$ cat src/rtl/alu_seq_pkg.sv
// ---------------------------------------------------------------------------
// alu_seq_pkg : shared encodings for the ALU issue sequencer
// Revision    : 1.0
// ---------------------------------------------------------------------------
`default_nettype none

package alu_seq_pkg;

  typedef enum logic [2:0] {
    ST_IDLE    = 3'd0,
    ST_ISS_LO  = 3'd1,
    ST_CAP_LO  = 3'd2,
    ST_ISS_HI  = 3'd3,
    ST_CAP_HI  = 3'd4,
    ST_ISS_FIX = 3'd5,
    ST_CAP_FIX = 3'd6
  } seq_state_t;

  // Opcodes packed as {log, hc[1:0], sc[2:0]}
  localparam logic [5:0] OP_ADD  = 6'b0_00_000;
  localparam logic [5:0] OP_SUB  = 6'b0_00_001;
  localparam logic [5:0] OP_COMP = 6'b0_00_101;

  localparam int ASTAT_AZ  = 0;
  localparam int ASTAT_AN  = 1;
  localparam int ASTAT_AC  = 2;
  localparam int ASTAT_AV  = 3;
  localparam int ASTAT_AVS = 4;

endpackage

`default_nettype wire

$ cat src/rtl/alu_seq_dflag.sv
// ---------------------------------------------------------------------------
// alu_seq_dflag : double-precision AZ/AN/AV and write-back saturation mux
//                 (saturation only with ALU_SEQ_DBL_SAT_EN defined)
// Revision      : 1.0
// ---------------------------------------------------------------------------
`default_nettype none

module alu_seq_dflag #(
  parameter int DATA_WIDTH = 16
) (
  input  logic                    is_sub,
  input  logic                    sat,
  input  logic                    xs,
  input  logic                    ys,
  input  logic [2*DATA_WIDTH-1:0] res,
  output logic                    az,
  output logic                    an,
  output logic                    av,
  output logic [2*DATA_WIDTH-1:0] wb
);

  localparam int DW2 = 2 * DATA_WIDTH;

  logic w_rs;

  assign w_rs = res[DW2-1];
  assign az   = (res == '0);
  assign an   = w_rs;
  assign av   = is_sub ? ((xs != ys) && (w_rs != xs)) : ((xs == ys) && (w_rs != xs));

`ifdef ALU_SEQ_DBL_SAT_EN
  // Overflow direction follows the sign of X: positive X can only overflow upward
  assign wb = (sat && av) ? (xs ? {1'b1, {(DW2-1){1'b0}}} : {1'b0, {(DW2-1){1'b1}}}) : res;
`else
  logic unused_sat;
  assign unused_sat = sat;
  assign wb = res;
`endif

endmodule

`default_nettype wire

$ cat src/rtl/alu_seq_ctrl.sv
// ---------------------------------------------------------------------------
// alu_seq_ctrl : ALU issue sequencer with double-precision ADD/SUB chaining
//                Optional macro: ALU_SEQ_DBL_SAT_EN (double-op saturation)
// Revision     : 1.0
// ---------------------------------------------------------------------------
`default_nettype none

module alu_seq_ctrl
  import alu_seq_pkg::*;
#(
  parameter int DATA_WIDTH = 16
) (
  input  logic                    clk,
  input  logic                    reset,
  input  logic                    ps_seq_vld,
  output logic                    seq_ps_rdy,
  input  logic                    ps_seq_log,
  input  logic [1:0]              ps_seq_hc,
  input  logic [2:0]              ps_seq_sc,
  input  logic                    ps_seq_sat,
  input  logic                    ps_seq_dbl,
  input  logic [2*DATA_WIDTH-1:0] ps_seq_x,
  input  logic [2*DATA_WIDTH-1:0] ps_seq_y,
  input  logic                    ps_seq_clr_avs,
  output logic                    seq_alu_en,
  output logic                    seq_alu_log,
  output logic                    seq_alu_sat,
  output logic [1:0]              seq_alu_hc,
  output logic [2:0]              seq_alu_sc,
  output logic [DATA_WIDTH-1:0]   seq_xb_dtx,
  output logic [DATA_WIDTH-1:0]   seq_xb_dty,
  input  logic [DATA_WIDTH-1:0]   alu_seq_dt,
  input  logic                    alu_seq_az,
  input  logic                    alu_seq_an,
  input  logic                    alu_seq_ac,
  input  logic                    alu_seq_av,
  output logic                    seq_rf_we,
  output logic [2*DATA_WIDTH-1:0] seq_rf_dt,
  output logic [4:0]              seq_ps_astat
);

  localparam int DW  = DATA_WIDTH;
  localparam int DW2 = 2 * DATA_WIDTH;

  seq_state_t      r_state;
  logic            r_log;
  logic [1:0]      r_hc;
  logic [2:0]      r_sc;
  logic            r_sat;
  logic            r_dbl;
  logic            r_sub;
  logic [DW2-1:0]  r_x;
  logic [DW2-1:0]  r_y;
  logic [DW-1:0]   r_lo;
  logic            r_c0;
  logic            r_c1;

  logic [5:0]      w_op;
  logic            w_is_add;
  logic            w_is_sub;
  logic            w_is_comp;
  logic            w_fix_needed;
  logic            w_c1;
  logic            w_c2;
  logic            w_dac;
  logic            w_daz;
  logic            w_dan;
  logic            w_dav;
  logic [DW2-1:0]  w_dres;
  logic [DW2-1:0]  w_dwb;

  assign w_op      = {ps_seq_log, ps_seq_hc, ps_seq_sc};
  assign w_is_add  = (w_op == OP_ADD);
  assign w_is_sub  = (w_op == OP_SUB);
  assign w_is_comp = ({r_log, r_hc, r_sc} == OP_COMP);

  // ADD propagates a low-word carry; SUB propagates a low-word borrow (c0 = no-borrow)
  assign w_fix_needed = r_sub ? ~r_c0 : r_c0;
  assign w_c1   = (r_state == ST_CAP_HI) ? alu_seq_ac : r_c1;
  assign w_c2   = (r_state == ST_CAP_FIX) ? alu_seq_ac : r_sub;
  assign w_dac  = r_sub ? (w_c1 & w_c2) : (w_c1 | w_c2);
  assign w_dres = {alu_seq_dt, r_lo};

  alu_seq_dflag #(.DATA_WIDTH(DATA_WIDTH)) u_dflag (
    .is_sub (r_sub),
    .sat    (r_sat),
    .xs     (r_x[DW2-1]),
    .ys     (r_y[DW2-1]),
    .res    (w_dres),
    .az     (w_daz),
    .an     (w_dan),
    .av     (w_dav),
    .wb     (w_dwb)
  );

  always_ff @(posedge clk or negedge reset) begin
    if (!reset) begin
      r_state      <= ST_IDLE;
      r_log        <= 1'b0;
      r_hc         <= '0;
      r_sc         <= '0;
      r_sat        <= 1'b0;
      r_dbl        <= 1'b0;
      r_sub        <= 1'b0;
      r_x          <= '0;
      r_y          <= '0;
      r_lo         <= '0;
      r_c0         <= 1'b0;
      r_c1         <= 1'b0;
      seq_ps_rdy   <= 1'b1;
      seq_alu_en   <= 1'b0;
      seq_alu_log  <= 1'b0;
      seq_alu_sat  <= 1'b0;
      seq_alu_hc   <= '0;
      seq_alu_sc   <= '0;
      seq_xb_dtx   <= '0;
      seq_xb_dty   <= '0;
      seq_rf_we    <= 1'b0;
      seq_rf_dt    <= '0;
      seq_ps_astat <= '0;
    end else begin
      // ALU control is only non-zero in the cycle following an issue
      seq_alu_en  <= 1'b0;
      seq_alu_log <= 1'b0;
      seq_alu_sat <= 1'b0;
      seq_alu_hc  <= '0;
      seq_alu_sc  <= '0;
      seq_xb_dtx  <= '0;
      seq_xb_dty  <= '0;
      seq_rf_we   <= 1'b0;
      if (ps_seq_clr_avs) seq_ps_astat[ASTAT_AVS] <= 1'b0;

      case (r_state)
        ST_IDLE: begin
          if (ps_seq_vld) begin
            r_log       <= ps_seq_log;
            r_hc        <= ps_seq_hc;
            r_sc        <= ps_seq_sc;
            r_sat       <= ps_seq_sat;
            r_dbl       <= ps_seq_dbl & (w_is_add | w_is_sub);
            r_sub       <= w_is_sub;
            r_x         <= ps_seq_x;
            r_y         <= ps_seq_y;
            seq_ps_rdy  <= 1'b0;
            seq_alu_en  <= 1'b1;
            seq_alu_log <= ps_seq_log;
            seq_alu_hc  <= ps_seq_hc;
            seq_alu_sc  <= ps_seq_sc;
            seq_alu_sat <= ps_seq_sat & ~(ps_seq_dbl & (w_is_add | w_is_sub));
            seq_xb_dtx  <= ps_seq_x[DW-1:0];
            seq_xb_dty  <= ps_seq_y[DW-1:0];
            r_state     <= ST_ISS_LO;
          end
        end
        ST_ISS_LO:  r_state <= ST_CAP_LO;
        ST_ISS_HI:  r_state <= ST_CAP_HI;
        ST_ISS_FIX: r_state <= ST_CAP_FIX;
        ST_CAP_LO: begin
          if (r_dbl) begin
            r_lo        <= alu_seq_dt;
            r_c0        <= alu_seq_ac;
            seq_alu_en  <= 1'b1;
            seq_alu_log <= r_log;
            seq_alu_hc  <= r_hc;
            seq_alu_sc  <= r_sc;
            seq_xb_dtx  <= r_x[DW2-1:DW];
            seq_xb_dty  <= r_y[DW2-1:DW];
            r_state     <= ST_ISS_HI;
          end else begin
            seq_ps_astat[ASTAT_AZ] <= alu_seq_az;
            seq_ps_astat[ASTAT_AN] <= alu_seq_an;
            seq_ps_astat[ASTAT_AC] <= alu_seq_ac;
            seq_ps_astat[ASTAT_AV] <= alu_seq_av;
            if (alu_seq_av) seq_ps_astat[ASTAT_AVS] <= 1'b1;
            if (!w_is_comp) begin
              seq_rf_we <= 1'b1;
              seq_rf_dt <= {{DW{1'b0}}, alu_seq_dt};
            end
            seq_ps_rdy <= 1'b1;
            r_state    <= ST_IDLE;
          end
        end
        ST_CAP_HI, ST_CAP_FIX: begin
          if (r_state == ST_CAP_HI) r_c1 <= alu_seq_ac;
          if ((r_state == ST_CAP_HI) && w_fix_needed) begin
            seq_alu_en  <= 1'b1;
            seq_alu_log <= r_log;
            seq_alu_hc  <= r_hc;
            seq_alu_sc  <= r_sc;
            seq_xb_dtx  <= alu_seq_dt;
            seq_xb_dty  <= {{(DW-1){1'b0}}, 1'b1};
            r_state     <= ST_ISS_FIX;
          end else begin
            seq_ps_astat[ASTAT_AZ] <= w_daz;
            seq_ps_astat[ASTAT_AN] <= w_dan;
            seq_ps_astat[ASTAT_AC] <= w_dac;
            seq_ps_astat[ASTAT_AV] <= w_dav;
            if (w_dav) seq_ps_astat[ASTAT_AVS] <= 1'b1;
            seq_rf_we  <= 1'b1;
            seq_rf_dt  <= w_dwb;
            seq_ps_rdy <= 1'b1;
            r_state    <= ST_IDLE;
          end
        end
        default: r_state <= ST_IDLE;
      endcase
    end
  end

endmodule

`default_nettype wire

$ cat config.mk
export PLATFORM = sky130hd
export DESIGN_NAME = alu_seq_ctrl
export DESIGN_NICKNAME = d
export VERILOG_FILES = /design/src/rtl/alu_seq_pkg.sv /design/src/rtl/alu_seq_dflag.sv /design/src/rtl/alu_seq_ctrl.sv
export SDC_FILE = /design/constraint.sdc
export NUM_CORES = 1
export LEC_CHECK = 0
export BUFFER_PORTS_ARGS = -buffer_cell sky130_fd_sc_hd__buf_2
export CAP_MARGIN = 40
export CELL_PAD_IN_SITES_DETAIL_PLACEMENT = 2
export CELL_PAD_IN_SITES_GLOBAL_PLACEMENT = 2
export CORE_MARGIN = 10
export CORE_UTILIZATION = 30
export DETAILED_ROUTE_END_ITERATION = 8
export GPL_TIMING_DRIVEN = 0
export PLACE_DENSITY = 0.81
export SYNTH_ARGS = -nofsm -noshare
export SYNTH_HDL_FRONTEND = slang
export SYNTH_HIERARCHICAL = 1
export SYNTH_SLANG_ARGS = --single-unit
$ cat constraint.sdc
create_clock -name clk -period 2.4 [get_ports clk]
set_input_delay 0.48 -clock clk [delete_from_list [all_inputs] [get_ports clk]]
set_output_delay 0.48 -clock clk [all_outputs]
set_load 0.02 [all_outputs]
==> results.json, run 1 <==
{
  "whs_ns": 0.0646,
  "dr_wl_met2_microns": 10400,
  "run_status": "finished, final reports clean",
  "numCtsBuffers": 17,
  "ctsRootBufferMaster": "sky130_fd_sc_hd__clkbuf_16",
  "crit_path_cell_trace": "buf_2 > nor4b_2 > buf_2 > buf_4 > mux2_2",
  "rsz0062_at_grt": "false",
  "ctsHoldBuffers": 0,
  "finClkSkew_ns": 0.0177,
  "total_power_mw": 11.0,
  "ff2ff_path_depth": 5,
  "hold_class": "in2async",
  "critPathSlowestCell": "sky130_fd_sc_hd__nor4b_2",
  "sw_frac_of_total": 0.352,
  "first_pass_grt_wire_length_microns": 31200,
  "crit_path_frequent_cell": "sky130_fd_sc_hd__buf_2",
  "placed_area_sq_mm": 0.00738,
  "starting_density_of_the_core": 0.305,
  "ctsLongestPathBuffers": 2,
  "p_sw_mw": 3.88,
  "largest_net_degree_at_the_start_of_global_routing": 72,
  "timing.final.crit_share": 0.831,
  "cts-htree-levels": 4,
  "vdd_drop_max_mv": 0.480,
  "floorplan.core_area_sq_mm": 0.0202,
  "die_area_sq_mm": 0.0266,
  "nFillCells": 2138,
  "design.final.nets": 751,
  "reg2reg_setup_slack_ns": 0.41,
  "grt_util_all_layers": 0.152,
  "final_max_slew_viol_count": 0,
  "power_frac_seq": 0.358,
  "postSynthNetCount": 557,
  "grt_overflow_total": 0,
  "worst_setup_slack_before_clock_tree_synthesis_ns": 0.297,
  "setup-violations-final": 0,
  "p_clk_frac": 0.253,
  "reg2reg_to": "r_y[25]$_DFFE_PN0P_",
  "maxCapViolations": 0,
  "placement_rows": 52,
  "critical_path_type": "reg2reg",
  "timing.slew.headroom": 0.534,
  "drc_errors": 0,
  "internal_pwr_total_mw": 7.14,
  "die_w_microns": 163,
  "wl_met1_microns": 8130,
  "p_per_area_mw_per_mm2": 1370,
  "die_y_microns": 163,
  "route.detailed.wl_per_inst_microns": 21.6,
  "gp_routability_congestion": 0.738,
  "via_count": 4459,
  "insertion_delay_ns": 0.42,
  "syn_avg_cell_area_sq_um": 13.3,
  "crit_arrival_ns": 2.30,
  "layout_setup_ws_ns": 0.406,
  "final_core_utilization": 0.397,
  "worst_ep_required_time_ns": 2.70,
  "fmaxAchievable_mhz": 501,
  "synth-warning-count": 6,
  "antenna_found_initial": 5,
  "place.port_buffers": 174,
  "met3_length_microns": 1440,
  "vias_in_the_first_global_route": 5269,
  "antenna_left": 0,
  "worstReg2RegStart": "r_state[1]$_DFFE_PN0N_",
  "clk_pin_slew_worst_paths_ns": 0.06,
  "power_leakage_nw": 4.06,
  "highest-signal-layer": "met5",
  "synthesis.area_sq_mm": 0.00614,
  "number_of_standard_cells_after_synthesis": 461,
  "vias_per_cell": 4.73,
  "worstSetupStartpointType": "register",
  "cts_repair_resize_count": 0,
  "tritoncts": "built",
  "crit_fanout": 10,
  "drt_iter0_markers": 240,
  "hold_viol_final": 0,
  "routed_wirelength_microns": 20300,
  "drive_gt1_frac": 0.539,
  "cp_endpoint_kind": "register",
  "num_io_pins": 175,
  "slowest_delay_ns": 0.41,
  "areaGrowthSynthToFinish_pct": 30.5,
  "drtPass1Iterations": 5,
  "final_area_sq_mm": 0.00802,
  "worst-slew-pin-transition_ns": 0.698,
  "final.min_clock_period_ns": 1.99,
  "dp_hpwl_microns": 15700,
  "comb_power_share": 0.389,
  "cts_setup_buffers": 0,
  "cts.sinks": 140
}
-- layer usage --
metal	GRT usage	up-vias
met5	0	-
met4	0.0430	2
met3	0.0529	23
met2	0.266	137
met1	0.173	2298
li1	-	1999
-- registers in the layout (all words and copies together) (netlist names), 2 cells and up --
name and flops:
seq_alu_hc 2, r_y 16, seq_xb_dty 16, r_sc 3, seq_rf_dt 32, r_hc 2, r_state 3, seq_ps_astat 5
r_x 16, r_lo 16, seq_xb_dtx 16, seq_alu_sc 3
-- layout by cell type (no fill, tap or decap), types with 3 or more instances in the layout --
cell,instances
sky130_fd_sc_hd__nor4_1,8
sky130_fd_sc_hd__mux2_4,13
sky130_fd_sc_hd__clkinv_2,3
sky130_fd_sc_hd__nor2_1,5
sky130_fd_sc_hd__diode_2,4
sky130_fd_sc_hd__inv_1,41
sky130_fd_sc_hd__buf_6,6
sky130_fd_sc_hd__buf_4,37
sky130_fd_sc_hd__clkbuf_16,17
sky130_fd_sc_hd__mux2_2,74
sky130_fd_sc_hd__a22o_1,21
sky130_fd_sc_hd__nand3_1,4
sky130_fd_sc_hd__clkinvlp_4,3
sky130_fd_sc_hd__a222oi_1,18
sky130_fd_sc_hd__dfrtp_1,139
sky130_fd_sc_hd__buf_2,186
sky130_fd_sc_hd__nand2_1,21
sky130_fd_sc_hd__clkbuf_1,5
sky130_fd_sc_hd__o21ai_0,5
sky130_fd_sc_hd__mux2i_1,16
sky130_fd_sc_hd__a21oi_1,4
sky130_fd_sc_hd__bufinv_16,4
-- power by group through the flow --
stage / Combinational [mW] / Sequential, mW / Clock [mW]
2_1_floorplan: 2.46 / 4.41 / 0
3_3_place_gp: 4.16 / 3.90 / 0
3_5_place_dp: 4.35 / 3.99 / 0
4_1_cts: 4.39 / 3.96 / 2.86
5_1_grt: 4.65 / 4.08 / 2.99
6_report: 4.29 / 3.94 / 2.79
-- through the flow --
stage               instances  setup TNS [ns]
floorplan                 461               0
global placement          905         -154.83
detailed placement        906               0
CTS                       938               0
global route              939               0
finish                    942               0
-- how the worst max path moves through the flow --
stage                            from                         to  slack (ns)  depth (start not counted)
2_1_floorplan  r_state[0]$_DFFE_PN0N_  seq_rf_dt[10]$_DFFE_PN0P_        0.69                          8
3_3_place_gp                    reset        r_y[21]$_DFFE_PN0P_       -1.12                          1
3_5_place_dp   r_state[1]$_DFFE_PN0N_        r_y[25]$_DFFE_PN0P_        0.30                          5
4_1_cts        r_state[1]$_DFFE_PN0N_        r_y[25]$_DFFE_PN0P_        0.31                          5
5_1_grt        r_state[1]$_DFFE_PN0N_        r_y[17]$_DFFE_PN0P_        0.25                          5
6_report       r_state[1]$_DFFE_PN0N_        r_y[25]$_DFFE_PN0P_        0.41                          5
-- layout make-up --
type / instances / area (sq um) / share of cell area
flip-flops and latches: 140 / 3500 / 0.437
multi-input cells: 221 / 2070 / 0.258
repair buffers: 175 / 905 / 0.113
clock buffers: 18 / 429 / 0.0535
plain buffers: 59 / 414 / 0.0517
well taps: 270 / 338 / 0.0421
clock inverters: 14 / 193 / 0.0240
inverters: 41 / 154 / 0.0192
diodes: 4 / 10.0 / 0.00125
-- worst max-delay path: cells and delay by family, from the launching register on --
kind | cells | cell delay, ns
AND/OR/NAND/NOR | 1 | 0.41
flip-flops | 1 | 0.36
buffers and inverters | 3 | 0.74
multiplexers | 1 | 0.36
No activity file was read; power rests on OpenSTA's default activity.
==> run 2: changes to the inputs <==
PLACE_DENSITY = 0.84   (was 0.81)
clock period = 1.6 ns   (was 2.4 ns; I/O delays follow)
==> results.json, run 2 (synthesized netlist as in run 1, its figures left out) <==
{
  "crit_path_cell_trace": "buf_6 > nand2b_4 > buf_6 > nor3_4 > buf_12 > buf_12 > buf_12 > mux2_4",
  "fmaxAchievable_mhz": 552,
  "cp_endpoint_kind": "register",
  "starting_density_of_the_core": 0.305,
  "route.detailed.wl_per_inst_microns": 23.6,
  "tritoncts": "built",
  "via_count": 4718,
  "dp_hpwl_microns": 16000,
  "first_pass_grt_wire_length_microns": 35000,
  "die_y_microns": 163,
  "setup-tns-final_ns": -17.84,
  "largest_register_ffs": 32,
  "final_common_cell": "sky130_fd_sc_hd__buf_2",
  "crit_path_frequent_cell": "sky130_fd_sc_hd__buf_12",
  "vias_in_the_first_global_route": 5611,
  "hold_viol_final": 0,
  "ctsLongestPathBuffers": 2,
  "die_area_sq_mm": 0.0266,
  "vdd_drop_max_mv": 0.784,
  "hold_class": "in2reg",
  "drive_gt1_frac": 0.594,
  "rsz0062_at_grt": "true",
  "worstSetupStartpointType": "register",
  "antenna_found_initial": 1,
  "drc_errors": 0,
  "crit_arrival_ns": 2.11,
  "crit_fanout": 5,
  "areaGrowthSynthToFinish_pct": 49.2,
  "total_power_mw": 19.0,
  "clk_pin_slew_worst_paths_ns": 0.06,
  "grt_overflow_total": 0,
  "power_leakage_nw": 4.61,
  "die_w_microns": 163,
  "family_of_cells_with_the_greatest_summed_delay_on_the_critical_path": "buffers and inverters",
  "timing.final.crit_share": 1.13,
  "grt_util_all_layers": 0.172,
  "numCtsBuffers": 17,
  "critical_path_type": "reg2reg",
  "cts-htree-levels": 4,
  "final_max_slew_viol_count": 0,
  "antenna_left": 0,
  "worst_ep_required_time_ns": 1.90,
  "design.final.nets": 797,
  "gp_routability_congestion": 0.753,
  "ctsRootBufferMaster": "sky130_fd_sc_hd__clkbuf_16",
  "routed_wirelength_microns": 23300,
  "insertion_delay_ns": 0.43,
  "maxCapViolations": 0,
  "placement_rows": 52,
  "failed_checks": "negative setup slack",
  "largest_net_degree_at_the_start_of_global_routing": 72,
  "setup-violations-final": 133,
  "registers.top_by_ff_count": "seq_rf_dt",
  "run_status": "complete, but fails checks",
  "place.port_buffers": 174,
  "vias_per_cell": 4.79,
  "floorplan.core_area_sq_mm": 0.0202,
  "worst-slew-pin-transition_ns": 0.677,
  "cts.sinks": 140,
  "timing.slew.headroom": 0.549,
  "drt_iter0_markers": 203,
  "cp.buffers_inverters": 5,
  "layout_common_cells": "sky130_fd_sc_hd__buf_2 (173), sky130_fd_sc_hd__dfrtp_1 (138), sky130_fd_sc_hd__mux2_4 (67), sky130_fd_sc_hd__buf_4 (51), sky130_fd_sc_hd__inv_1 (41)",
  "num_io_pins": 175,
  "layout_setup_ws_ns": -0.211,
  "slowest_delay_ns": 0.37,
  "critPathSlowestCell": "sky130_fd_sc_hd__dfrtp_1",
  "finClkSkew_ns": 0.0130,
  "p_per_area_mw_per_mm2": 2070,
  "drtPass1Iterations": 4,
  "final.min_clock_period_ns": 1.81
}
## run 2: changes by cell type in the layout (fill, tap and decap cells not counted), sizes merged
cell         previous run  this run
bufinv                  4         2
buf                   230       274
dlygate4sd3             0         1
diode                   4         1
clkbuf                 22        25
## run 2: per-layer routing
layer	up-vias	wire length, microns	global-route usage
met2	141	12500	0.310
met5	-	0	0
li1	2085	-	-
met3	28	1620	0.0604
met1	2464	8740	0.188
met4	0	389	0.0447
## run 2: report_power, final
group          internal, mW  total [mW]  leakage (nW)  switching, mW
Combinational          4.94        9.00          2.55           4.07
Sequential             5.04        6.03          1.78          0.989
Clock                  2.35        3.94         0.277           1.59
Total                  12.3        19.0          4.61           6.65
## run 2: layout make-up
type	count	area, sq um
Buffer	59	644
Clock inverter	12	140
Fill cell	2033	11000
Timing Repair Buffer	221	1540
Multi-Input combinational cell	221	2390
Inverter	41	154
Antenna cell	1	2.50
Sequential cell	140	3510
Tap cell	270	338
Clock buffer	20	447
## run 2: what timing repair did
| item | 4_1_cts | 5_1_grt |
|---|---|---|
| buffers inserted | 30 | 9 |
| hold buffers | 1 | 0 |
| cloned | 7 | 1 |
| pin swaps | 23 | 19 |
| resized for setup | 116 | 40 |
| endpoints found under the hold margin | 69 | 0 |
| setup endpoints to repair | 138 | 135 |
## run 2: per-stage QoR
stage | cell area [sq um] | setup WS [ns] | util | hold WS (ns) | std cells
2_1_floorplan | 6160 | -0.0886 | - | 0.0244 | 461
3_3_place_gp | 7370 | -1.75 | 0.366 | 0.460 | 905
3_5_place_dp | 7410 | -0.382 | 0.367 | 0.374 | 906
4_1_cts | 8910 | -0.206 | 0.442 | 0.0742 | 976
5_1_grt | 9160 | -0.293 | 0.454 | 0.0785 | 984
6_report | 9160 | -0.211 | 0.454 | 0.0956 | 985
## run 2: worst reg2reg max path, stage by stage (launching register included)
cell                       delay [ns]
sky130_fd_sc_hd__dfrtp_1         0.37
sky130_fd_sc_hd__buf_6           0.13
sky130_fd_sc_hd__nand2b_4        0.15
sky130_fd_sc_hd__buf_6           0.13
sky130_fd_sc_hd__nor3_4          0.21
sky130_fd_sc_hd__buf_12          0.16
sky130_fd_sc_hd__buf_12          0.13
sky130_fd_sc_hd__buf_12          0.12
sky130_fd_sc_hd__mux2_4          0.30
## run 2: path summary, 6_finish.rpt
path	from	end	slack, ns	cells after the start
hold / removal	ps_seq_clr_avs	seq_ps_astat[4]$_DFF_PN0_	0.1	2
hold reg to reg	seq_ps_astat[0]$_DFFE_PN0P_	seq_ps_astat[0]$_DFFE_PN0P_	0.51	2
setup / recovery	r_state[0]$_DFFE_PN0N_	r_lo[0]$_DFFE_PN0P_	-0.21	8
max in group asynchronous	reset	seq_ps_rdy$_DFFE_PN1P_	0.29	3
min in group asynchronous	reset	seq_rf_dt[18]$_DFFE_PN0P_	0.48	2
setup reg to reg	r_state[0]$_DFFE_PN0N_	r_lo[0]$_DFFE_PN0P_	-0.21	8
